==> src/rtl/pc_next_unit.sv <==
// Program counter register, next-PC selection and fetch handshake for the single-cycle core.
// Optional jr alignment checking is enabled with `define ALIGN_CHECK_EN.
module pc_next_unit #(
  parameter logic [31:0] RESET_VECTOR = 32'h0000_0000,
  parameter logic [31:0] FAULT_VECTOR = 32'h0000_0080,
  parameter int          CNT_W        = 32
) (
  input  logic             clk,
  input  logic             rst_n,
  output logic             fetch_req,
  output logic [31:0]      fetch_addr,
  input  logic             fetch_ack,
  input  logic             stall,
  input  logic             halt,
  input  logic             is_branch,
  input  logic             branch_taken,
  input  logic [31:0]      branch_offset,
  input  logic             is_jump,
  input  logic [27:0]      jump_target28,
  input  logic             is_jr,
  input  logic [31:0]      rs_value,
  output logic [31:0]      pc,
  output logic [31:0]      pc_plus4,
  output logic [CNT_W-1:0] retired_cnt,
  output logic             halted,
  output logic             misalign_fault
);

  localparam logic [1:0] ST_BOOT = 2'd0;
  localparam logic [1:0] ST_RUN  = 2'd1;
  localparam logic [1:0] ST_HALT = 2'd2;

  logic [1:0]  state;
  logic [1:0]  state_next;
  logic        commit;
  logic [31:0] jr_target;
  logic [31:0] next_pc;
  logic        jr_misaligned;

  // Request is decoded from registered state only, so reset removes it immediately.
  assign fetch_req  = (state == ST_RUN) && !stall;
  assign commit     = fetch_req && fetch_ack;
  assign fetch_addr = pc;
  assign pc_plus4   = pc + 32'd4;
  assign halted     = (state == ST_HALT);

`ifdef ALIGN_CHECK_EN
  assign jr_misaligned = |rs_value[1:0];
  assign jr_target     = jr_misaligned ? FAULT_VECTOR : rs_value;
`else
  logic unused_align;
  assign unused_align  = ^{FAULT_VECTOR, rs_value[1:0]};
  assign jr_misaligned = 1'b0;
  assign jr_target     = {rs_value[31:2], 2'b00};
`endif

  // NOTE: every combinational output gets a default first so no latch is inferred.
  always_comb begin
    next_pc = pc_plus4;
    if (is_jr)
      next_pc = jr_target;
    else if (is_jump)
      next_pc = {pc_plus4[31:28], jump_target28};
    else if (is_branch && branch_taken)
      next_pc = pc_plus4 + branch_offset;
  end

  always_comb begin
    state_next = state;
    case (state)
      ST_BOOT: state_next = ST_RUN;
      ST_RUN:  if (halt && !stall) state_next = ST_HALT;
      ST_HALT: state_next = ST_HALT;
      default: state_next = ST_BOOT;
    endcase
  end

  // NOTE: sequential state uses non-blocking assignments so all registers update together.
  always_ff @(posedge clk or negedge rst_n) begin
    if (!rst_n) begin
      state          <= ST_BOOT;
      pc             <= RESET_VECTOR;
      retired_cnt    <= '0;
      misalign_fault <= 1'b0;
    end else begin
      state          <= state_next;
      misalign_fault <= commit && is_jr && jr_misaligned;
      if (commit) begin
        pc          <= next_pc;
        retired_cnt <= retired_cnt + CNT_W'(1);
      end
    end
  end

endmodule

==> config.mk <==
export PLATFORM = sky130hd
export DESIGN_NAME = pc_next_unit
export DESIGN_NICKNAME = d
export VERILOG_FILES = /design/src/rtl/pc_next_unit.sv
export SDC_FILE = /design/constraint.sdc
export NUM_CORES = 1
export LEC_CHECK = 0
export CAP_MARGIN = 25
export CORE_UTILIZATION = 30
export DETAILED_ROUTE_END_ITERATION = 7
export GPL_TIMING_DRIVEN = 1
export MAX_ROUTING_LAYER = met4
export PLACE_DENSITY = 0.64
export SETUP_SLACK_MARGIN = 0.1
export SKIP_CTS_REPAIR_TIMING = 1
export SLEW_MARGIN = 15
export SYNTH_ARGS = -nofsm -noshare
export SYNTH_HDL_FRONTEND = slang
export SYNTH_SLANG_ARGS = --single-unit
==> constraint.sdc <==
create_clock -name clk -period 7.7 [get_ports clk]
set_clock_uncertainty 0.2 [all_clocks]
set_input_delay 1.925 -clock clk [delete_from_list [all_inputs] [get_ports clk]]
set_output_delay 1.925 -clock clk [all_outputs]
set_load 0.01 [all_outputs]
==> run_results.csv <==
group,metric,value,unit
power,vdd_ir_drop_max,0.139,mV
power,p_clk_share,13.3,%
die,ioPinCount,232,
drt,detail_route.iter0.violations,337,
setup_path,required,5.58,ns
run,cap_violations,0,
global_routing,first_global_vias,5840,
final_layout,area_growth,43.9,%
synthesis,synthCells,731,
sta,clock.fmax,0.182,GHz
synthesis,ys_seq_elements,66,
power,power_frac_comb,65.4,%
synthesis,syn_nets,876,
synthesis,ys.warnings.count,0,
final_layout,final_area,8470,um2
synthesis,ys_types,57,
synthesis,synthArstFlopShare,100,%
die,dieArea,20200,um2
clocking,clockBufferDepth,2,
sta,finalHoldViolations,0,
power,p_sw,0.00129,W
clocking,cts_tree,"yes",
power,switching_share,44.5,%
place,place_worst_setup_slack,1.91,ns
drt,viasPerCell,5.19,
sta,slew_violations,0,
clocking,clkTransAtPathRegs,0.06,ns
status,outcome,"finished, final reports clean",
drt,ant_nets,0,
die,core,19000,um2
sta,setup_ws,2.21,ns
sta,hold_ws,0.270,ns
sta,setup_violations,0,
synthesis,yosys_most_used_dff,"dfrtp_1",
setup_path,worstPathMaxFanout,8,
global_routing,grtUsageTotal,21.4,%
sta,rsz0062_at_grt,"no",
setup_path,critPathKind,"flop to output pin",
place,io_buffer_count,228,
power,seqPwrFrac,21.2,%
die,placementRows,50,
global_routing,grt_max_degree,67,
power,leakagePower,3.53,nW
place,dp_hpwl,15.6,mm
synthesis,syn-cell-area,5890,um2
synthesis,synth_edf_count,0,
sta,max-slew-margin-rel,40.3,%
clocking,clock-sinks,66,
final_layout,antenna_cells,0,
drt,totalWireLength,20.9,mm
power,p_per_area,342,nW/um2
synthesis,postSynthAreaPerCell,8.05,um2
global_routing,antenna_found_initial,0,
sta,fin_crit,5.49,ns
final_layout,drive_above_1_share,4.00,%
drt,first_pass_iters,5,
power,power.internal,0.00161,W
setup_path,worstSetupEndpointType,"output pin",
clocking,root_buffer,"clkbuf_16",
sta,tightest_slew,0.895,ns
global_routing,grt_pass1_wl,32.2,mm
drt,drc,0,
place,gp_congestion,0.876,
sta,post-route-period-util,71.3,%
clocking,cts_buffers,9,
setup_path,cp.arrival,3.37,ns
setup_path,start_kind,"flop",
drt,routedWlPerCell,17.7,um
drt,vias,6142,
synthesis,seq_area_frac_synth,28.1,%
die,die_w,142,um
worst_hold_path,hold_path_class,"flop to flop",
sta,fin_tns_setup,0,ns
die,die_h,142,um
place,dpl-instance-area,8200,um2
clocking,worstSkewPairLatency,0.34,ns
global_routing,overflow,0,
final_layout,nets,1064,
clocking,htree_levels,3,
die,initial_core_util,31.1,%
[flip-flops by register name (all words and copies together) (netlist names)]
register / cells
fetch_addr: 32
retired_cnt: 32
state: 2
[per-stage QoR]
step / util (%) / std cells / total power, W
4_1_cts: 44.7 / 1184 / 0.00291
5_1_grt: 44.7 / 1184 / 0.00312
3_3_place_gp: 43.3 / 1168 / 0.00250
2_1_floorplan: - / 731 / 0.00177
6_report: 44.7 / 1184 / 0.00290
3_5_place_dp: 43.3 / 1168 / 0.00250
[logic make-up after synthesis]
group	synth area share (%)
xor gates and xnor gates	12.6
muxes	1.04
adders and majority gates	9.48
other	0.0637
buffers and inverters	7.01
and+or+nand+nor	19.6
DFF	28.1
AOI/OAI and AO/OA	22.1
[placed cells by master (no fill, tap or decap), drive strengths merged, types with 7 or more instances in the layout]
cell type and n:
inv 12, o211ai 15, buf 11, a21o 18
ha 43, xnor2 55, nand3 28, clkbuf 9
and3 21, o21a 7, a31oi 12, nand4 15
clkdlybuf4s50 227, clkinv 8, xor2 30, o21ai 43
a21oi 61, dfrtp 66, a211oi 7, nand2 88
nor3 14, nor2 68
[worst paths after layout]
kind,start,endpoint,slack [ns],cells after the start
max in group asynchronous,rst_n,fetch_addr[14],5.12,2
hold reg to reg,retired_cnt[31],retired_cnt[31],0.27,1
setup reg to reg,fetch_addr[4],fetch_addr[29],2.83,14
hold / removal,retired_cnt[31],retired_cnt[31],0.27,1
setup / recovery,fetch_addr[4],pc_plus4[29],2.21,8
min in group asynchronous,rst_n,fetch_addr[29],1.61,2
[Yosys cell counts, types with 4 or more instances]
| library cell | number | share of area, % |
|---|---|---|
| xor2_1 | 30 | 4.5 |
| dfrtp_1 | 66 | 28 |
| nor3_1 | 14 | 1.2 |
| o31ai_1 | 5 | 0.64 |
| nor2b_1 | 5 | 0.53 |
| and4_1 | 4 | 0.60 |
| o211ai_1 | 15 | 1.9 |
| ha_1 | 43 | 9.1 |
| o21a_1 | 6 | 0.77 |
| mux2i_1 | 5 | 0.85 |
| buf_4 | 35 | 4.5 |
| o21ai_0 | 40 | 3.4 |
| inv_1 | 12 | 0.77 |
| a31oi_1 | 12 | 1.3 |
| o22ai_1 | 5 | 0.53 |
| a21o_1 | 17 | 2.2 |
| a21oi_1 | 59 | 5.0 |
| and2_1 | 4 | 0.43 |
| o311ai_0 | 4 | 0.60 |
| xnor2_1 | 55 | 8.2 |
| and3_1 | 21 | 2.2 |
| nor2_1 | 68 | 4.3 |
| a211oi_1 | 7 | 0.89 |
| clkbuf_1 | 22 | 1.4 |
| nand3_1 | 28 | 2.4 |
| nand2_1 | 88 | 5.6 |
| nand4_1 | 15 | 1.6 |
[per-layer routing]
metal	vias to the layer above	GRT usage (%)	wire length (um)	part of all wire [%]
li1	2976	-	-	-
met4	0	5.21	275	1.3
met1	2904	28.7	9720	46
met3	23	2.89	1330	6.4
met2	239	33.8	9610	46
met5	-	-	0	0
[worst max-delay path: stages, from the launching register on]
cell and delay (ns):
dfrtp_1 0.53, and4_1 0.33, nand4_1 0.31, nor2_1 0.51
and2_1 0.32, nand2_1 0.08, nor2_1 0.14, xnor2_1 0.21
clkdlybuf4s50_1 0.61
[power by group through the flow]
stage	sequential, W	clock (W)	combinational, W
floorplan	0.000606	0	0.00116
global placement	0.000619	0	0.00188
global route	0.000637	0.000410	0.00208
CTS	0.000616	0.000398	0.00190
detailed placement	0.000622	0	0.00188
finish	0.000616	0.000387	0.00190
[layout make-up]
class / count / area [um2]
Clock buffer: 9 / 225
Clock inverter: 7 / 46.3
Fill cell: 1900 / 10500
Inverter: 13 / 48.8
Multi-Input combinational cell: 591 / 3820
Sequential cell: 66 / 1650
Tap cell: 260 / 325
Timing Repair Buffer: 238 / 2350
(Power assumes the default switching activity.)
==> variant 1, RTL diff (config.mk and constraints unchanged) <==
The option `ALIGN_CHECK_EN` is turned on by a define.
--- a/src/rtl/pc_next_unit.sv
+++ b/src/rtl/pc_next_unit.sv
@@ -1,4 +1,6 @@
 // Program counter register, next-PC selection and fetch handshake for the single-cycle core.
 // Optional jr alignment checking is enabled with `define ALIGN_CHECK_EN.
+`define ALIGN_CHECK_EN
+
 module pc_next_unit #(
   parameter logic [31:0] RESET_VECTOR = 32'h0000_0000,
Behaviour: not the same (a bounded check fails within 4 cycles, from zero or initial values and one cycle with rst_n low).
==> variant 1 against the unedited design <==
Non-clock buffer count unchanged; sequential cell count increased by 1; utilization decreased by 0.26 points; die area increased by 3.1%; cell area increased by 3.1%; power increased by 3.9%; wire length increased by 6.9%; sequential power increased by 4.2%; area after synthesis increased by 3.1%; setup slack got worse by 0.040 ns; clock power increased by 12%; final cell count increased by 0.34%; largest power group unchanged; highest routed layer unchanged.
==> variant 1: results (changes against the unedited design) <==
| Metric | Value |
|---|---|
| Run status | complete, no violations |
| Crit path max-delay family | simple AND/OR/NAND/NOR gates |
| Cells after Synth | 729 (-0.27%) |
| Placer congestion estimate | 0.899 (+2.6%) |
| Pre-CTS setup slack | 2.32 ns (+0.409 ns) |
| DP Wirelength | 17100 microns (+9.6%) |
| Vias in the first global route | 6116 (+4.7%) |
| Clk buf depth | 2 (unchanged) |
| Port Buf Inserts | 231 (+1.3%) |
| Vias per inst | 5.34 (+3.0%) |
| Top_reg_cell synth | dfrtp_1 |
| Critical path's slowest cell | nor4_1 |
| Syn_nets | 874 (-0.23%) |
| Reg2reg end | fetch_addr[31] |
| Netlist cell types | 70 (+23%) |
| Worst hold path type | reg2reg |
| Fin Hold WS | 0.281 ns (+0.0105 ns) |
| LEAKAGE | 3.50 nW (-0.98%) |
| Crit-path max FO | 8 (unchanged) |
| Largest net degree at the start of global routing | 68 (+1.5%) |
| Max_cap viols | 0 (unchanged) |
| Layout cell share with drive strength beyond 1 | 4.55% (+0.55 points) |
| DRT iter0 DRCs | 352 (+4.5%) |
| Gr usage total | 22.3% (+0.90 points) |
| Reg2Reg Setup Slack | 3.28 ns (+0.45 ns) |
| Yosys top cell area share | 27.6% (-0.44 points) |
| DRC violation count after routing | 0 (unchanged) |
| Synth top cells by count | nand2_1 (78), nor2_1 (68), dfrtp_1 (67) |
| Async set or reset register ratio after synthesis | 100% (unchanged) |
| Layout Cells excl Fill | 1188 (+0.34%) |
| Cell Area, Placed | 8400 sq um (+2.5%) |
| Sequential share of the synthesized area | 27.6% (-0.44 points) |
| Worst setup path endpoint | pc_plus4[30] |
| N_diodes | 0 (unchanged) |
| Internal | 1.66 mW (+3.4%) |
| Routed len/inst | 18.8 microns (+6.6%) |
| Post-synth EDFFs | 0 (unchanged) |
| Critical Path AT | 3.41 ns (+0.04 ns) |
| CTS HTree Levels | 3 (unchanged) |
| Worst-Margin Slew | 0.963 ns (+0.0679 ns) |
| CP max stage delay | 0.63 ns (+0.02 ns) |
| Filler cells | 2022 (+6.4%) |
| Nets | 1063 (-0.094%) |
| R2r worst-path depth | 12 (-2) |
| Yosys warning count | 0 (unchanged) |
| Synth area leaders | dfrtp_1 (28%), ha_1 (8.9%), xnor2_1 (8.7%) |
| First-pass GRT wire length | 33900 microns (+5.1%) |
| CTS Buf Count | 9 (unchanged) |
| VDD IR-drop max | 0.133 mV (-4.4%) |
| Min cycle time layout | 5.53 ns (+0.0396 ns) |
[variant 1: cell count changes in the layout (fill, tap and decap cells not counted), sizes merged, moves of 9 or more]
cell    change
and3       -11
o211ai     -13
a21oi       -9
nand2      -10
xor2       -10
a221oi      +9
[variant 1: kinds of logic (layout without fill, tap and decap cells)]
kind of cell / count (synthesis) / after routing / synth area share [%]
buffers and inverters: 72 / 266 / 6.70
muxes: 3 / 3 / 0.515
and+or+nand+nor: 257 / 257 / 21.3
xor gates and xnor gates: 81 / 81 / 11.8
AOI/OAI and AO/OA: 205 / 205 / 22.9
adders and majority gates: 44 / 44 / 9.19
DFF: 67 / 67 / 27.6
[variant 1: power by group through the flow]
stage	combinational, mW	sequential [mW]	clock (mW)
2_1_floorplan	1.17	0.626	0
3_3_place_gp	1.91	0.646	0
3_5_place_dp	1.92	0.647	0
4_1_cts	1.94	0.643	0.444
5_1_grt	2.11	0.661	0.459
6_report	1.94	0.642	0.432
[variant 1: layer usage]
layer / global-route usage, % / up-vias / wire length (microns)
li1: - / 3039 / -
met1: 27.7 / 3012 / 9910
met2: 36.9 / 262 / 10500
met3: 4.50 / 33 / 1600
met4: 5.21 / 0 / 355
met5: - / - / 0
[variant 1: final cells by class]
type                    count  area [sq um]  share of cell area, %
repair buffers            238          2380                   27.3
inverters                  12          45.0                  0.516
clock inverters             7          77.6                  0.888
well taps                 265           332                   3.80
clock buffers               9           225                   2.58
flip-flops and latches     67          1680                   19.2
multi-input cells         590          4000                   45.8
[variant 1: how the worst min path moves through the flow]
stage / startpoint / end / cells after the start
2_1_floorplan: retired_cnt[31] / retired_cnt[31] / 1
3_3_place_gp: retired_cnt[31] / retired_cnt[31] / 1
3_5_place_dp: retired_cnt[31] / retired_cnt[31] / 1
4_1_cts: retired_cnt[31] / retired_cnt[31] / 1
5_1_grt: retired_cnt[31] / retired_cnt[31] / 1
6_report: retired_cnt[31] / retired_cnt[31] / 1
==> variant 2, RTL diff (config.mk and constraints unchanged) <==
Without the edit above. Put one more register stage on the output `retired_cnt`, with the module's reset. The value now appears one clock later. The other outputs are not delayed to match.
--- a/src/rtl/pc_next_unit.sv
+++ b/src/rtl/pc_next_unit.sv
@@ -30,4 +30,6 @@
   localparam logic [1:0] ST_RUN  = 2'd1;
   localparam logic [1:0] ST_HALT = 2'd2;
+
+  logic [CNT_W-1:0] retired_cnt_s0;
 
   logic [1:0]  state;
@@ -81,5 +83,5 @@
       state          <= ST_BOOT;
       pc             <= RESET_VECTOR;
-      retired_cnt    <= '0;
+      retired_cnt_s0 <= '0;
       misalign_fault <= 1'b0;
     end else begin
@@ -88,6 +90,14 @@
       if (commit) begin
         pc          <= next_pc;
-        retired_cnt <= retired_cnt + CNT_W'(1);
+        retired_cnt_s0 <= retired_cnt_s0 + CNT_W'(1);
       end
+    end
+  end
+
+  always_ff @(posedge clk or negedge rst_n) begin
+    if (!rst_n) begin
+      retired_cnt <= '0;
+    end else begin
+      retired_cnt <= retired_cnt_s0;
     end
   end
Function: changed (Yosys sat finds a counterexample within 4 cycles, from zero or initial values and one cycle with rst_n low).
==> variant 2 against the unedited design <==
Power up 8.5%; area after synthesis up 19%; utilization down 2.2 points; synthesized cell count up 11%; die area up 19%; setup slack worse by 0.097 ns; cell area up 14%; first-iteration DRC count up 1.8%; hold slack worse by 0.072 ns; sequential cell count up 32; wire length up 19%; critical path type unchanged; highest routed layer unchanged.
==> variant 2: results (changes against the unedited design) <==
| Metric | Value |
|---|---|
| Run status | complete, no violations |
| Worst-path clk slew | 0.08 ns (+0.02 ns) |
| Critical Path AT | 3.46 ns (+0.09 ns) |
| Routed wl met2 | 12100 microns (+26%) |
| Routed wire length on met3 | 1510 microns (+13%) |
| Layout cell share with drive strength beyond 1 | 4.12% (+0.11 points) |
| Drt first pass iters | 6 (+1) |
| Synth area leaders | dfrtp_1 (35%), ha_1 (7.7%), xnor2_1 (7.1%) |
| Placer congestion estimate | 0.921 (+5.1%) |
| DRT iter0 DRCs | 343 (+1.8%) |
| VDD IR-drop max | 0.180 mV (+30%) |
| M1 wire length | 10900 microns (+12%) |
| Total wire length after detailed routing | 25000 microns (+19%) |
| First-pass GRT wire length | 38300 microns (+19%) |
| Gr usage total | 21.7% (+0.29 points) |
| Nets | 1136 (+6.8%) |
| Sequential share of the synthesized area | 35.0% (+7.0 points) |
| Dpl cells | 1293 (+11%) |
| Initial antenna violation count | 1 (+1) |
| Pre-CTS setup slack | 2.33 ns (+0.426 ns) |
| Clk_lat worst skew | 0.36 ns (+0.02 ns) |
| Vias post-DR | 6829 (+11%) |
| DP Wirelength | 19000 microns (+22%) |
| Slew HR | 42.7% (+2.4 points) |
| Netlist cell types | 64 (+12%) |
| LEAKAGE | 4.12 nW (+17%) |
| Cell Area, Placed | 9360 sq um (+14%) |
| Synth top cells by count | dfrtp_1 (98), nand2_1 (87), nor2_1 (57), xnor2_1 (57), a21oi_1 (54) |
| Syn_nets | 954 (+8.9%) |
| Net switching power | 1.38 mW (+6.9%) |
variant 2: area by class of cell:
class                      count  area, sq um
fill                        2271        13100
clock buffer                   9          225
multi-input combinational    627         4100
clock inverter                 7         78.8
sequential                    98         2450
inverter                      17         63.8
timing repair buffer         238         2350
tap                          313          392
antenna                        1         2.50
variant 2: routing by layer:
layer  vias up  track usage [%]
li1       3258                -
met1      3233             26.6
met2       305             36.4
met3        33             3.42
met4         0             6.60
met5         -                -
variant 2: path summary, 6_finish.rpt:
check / slack, ns / cells after the start / to / from
min: 0.20 / 0 / retired_cnt[31] / retired_cnt_s0[31]
min in group asynchronous: 1.36 / 1 / retired_cnt[12] / rst_n
max: 2.11 / 6 / pc_plus4[29] / fetch_addr[12]
min reg2reg: 0.20 / 0 / retired_cnt[31] / retired_cnt_s0[31]
max reg2reg: 2.98 / 13 / fetch_addr[29] / fetch_addr[12]
max in group asynchronous: 4.80 / 2 / fetch_addr[24] / rst_n
variant 2: kinds of logic after synthesis:
kind of cell	synth area share, %
other	0.0535
flip-flops	35.0
buffers and inverters	6.43
multiplexers	1.14
AO/OA/AOI/OAI	20.0
AND/OR/NAND/NOR	19.7
XOR/XNOR	9.76
adder cells (fa/ha/maj)	7.97
variant 2: power groups by stage:
stage               Clock, mW  Combinational [mW]  Sequential, mW
global route            0.499                2.05           0.824
floorplan                   0                1.13           0.787
CTS                     0.483                1.87           0.804
detailed placement          0                1.86           0.814
finish                  0.465                1.88           0.801
global placement            0                1.85           0.810
variant 2: worst max-delay path, stage by stage (launching register included):
cell	delay, ns
dfrtp_1	0.50
nand4_1	0.25
or3_1	0.49
nor2_1	0.57
nand3_1	0.18
xnor2_1	0.47
clkdlybuf4s50_1	0.64
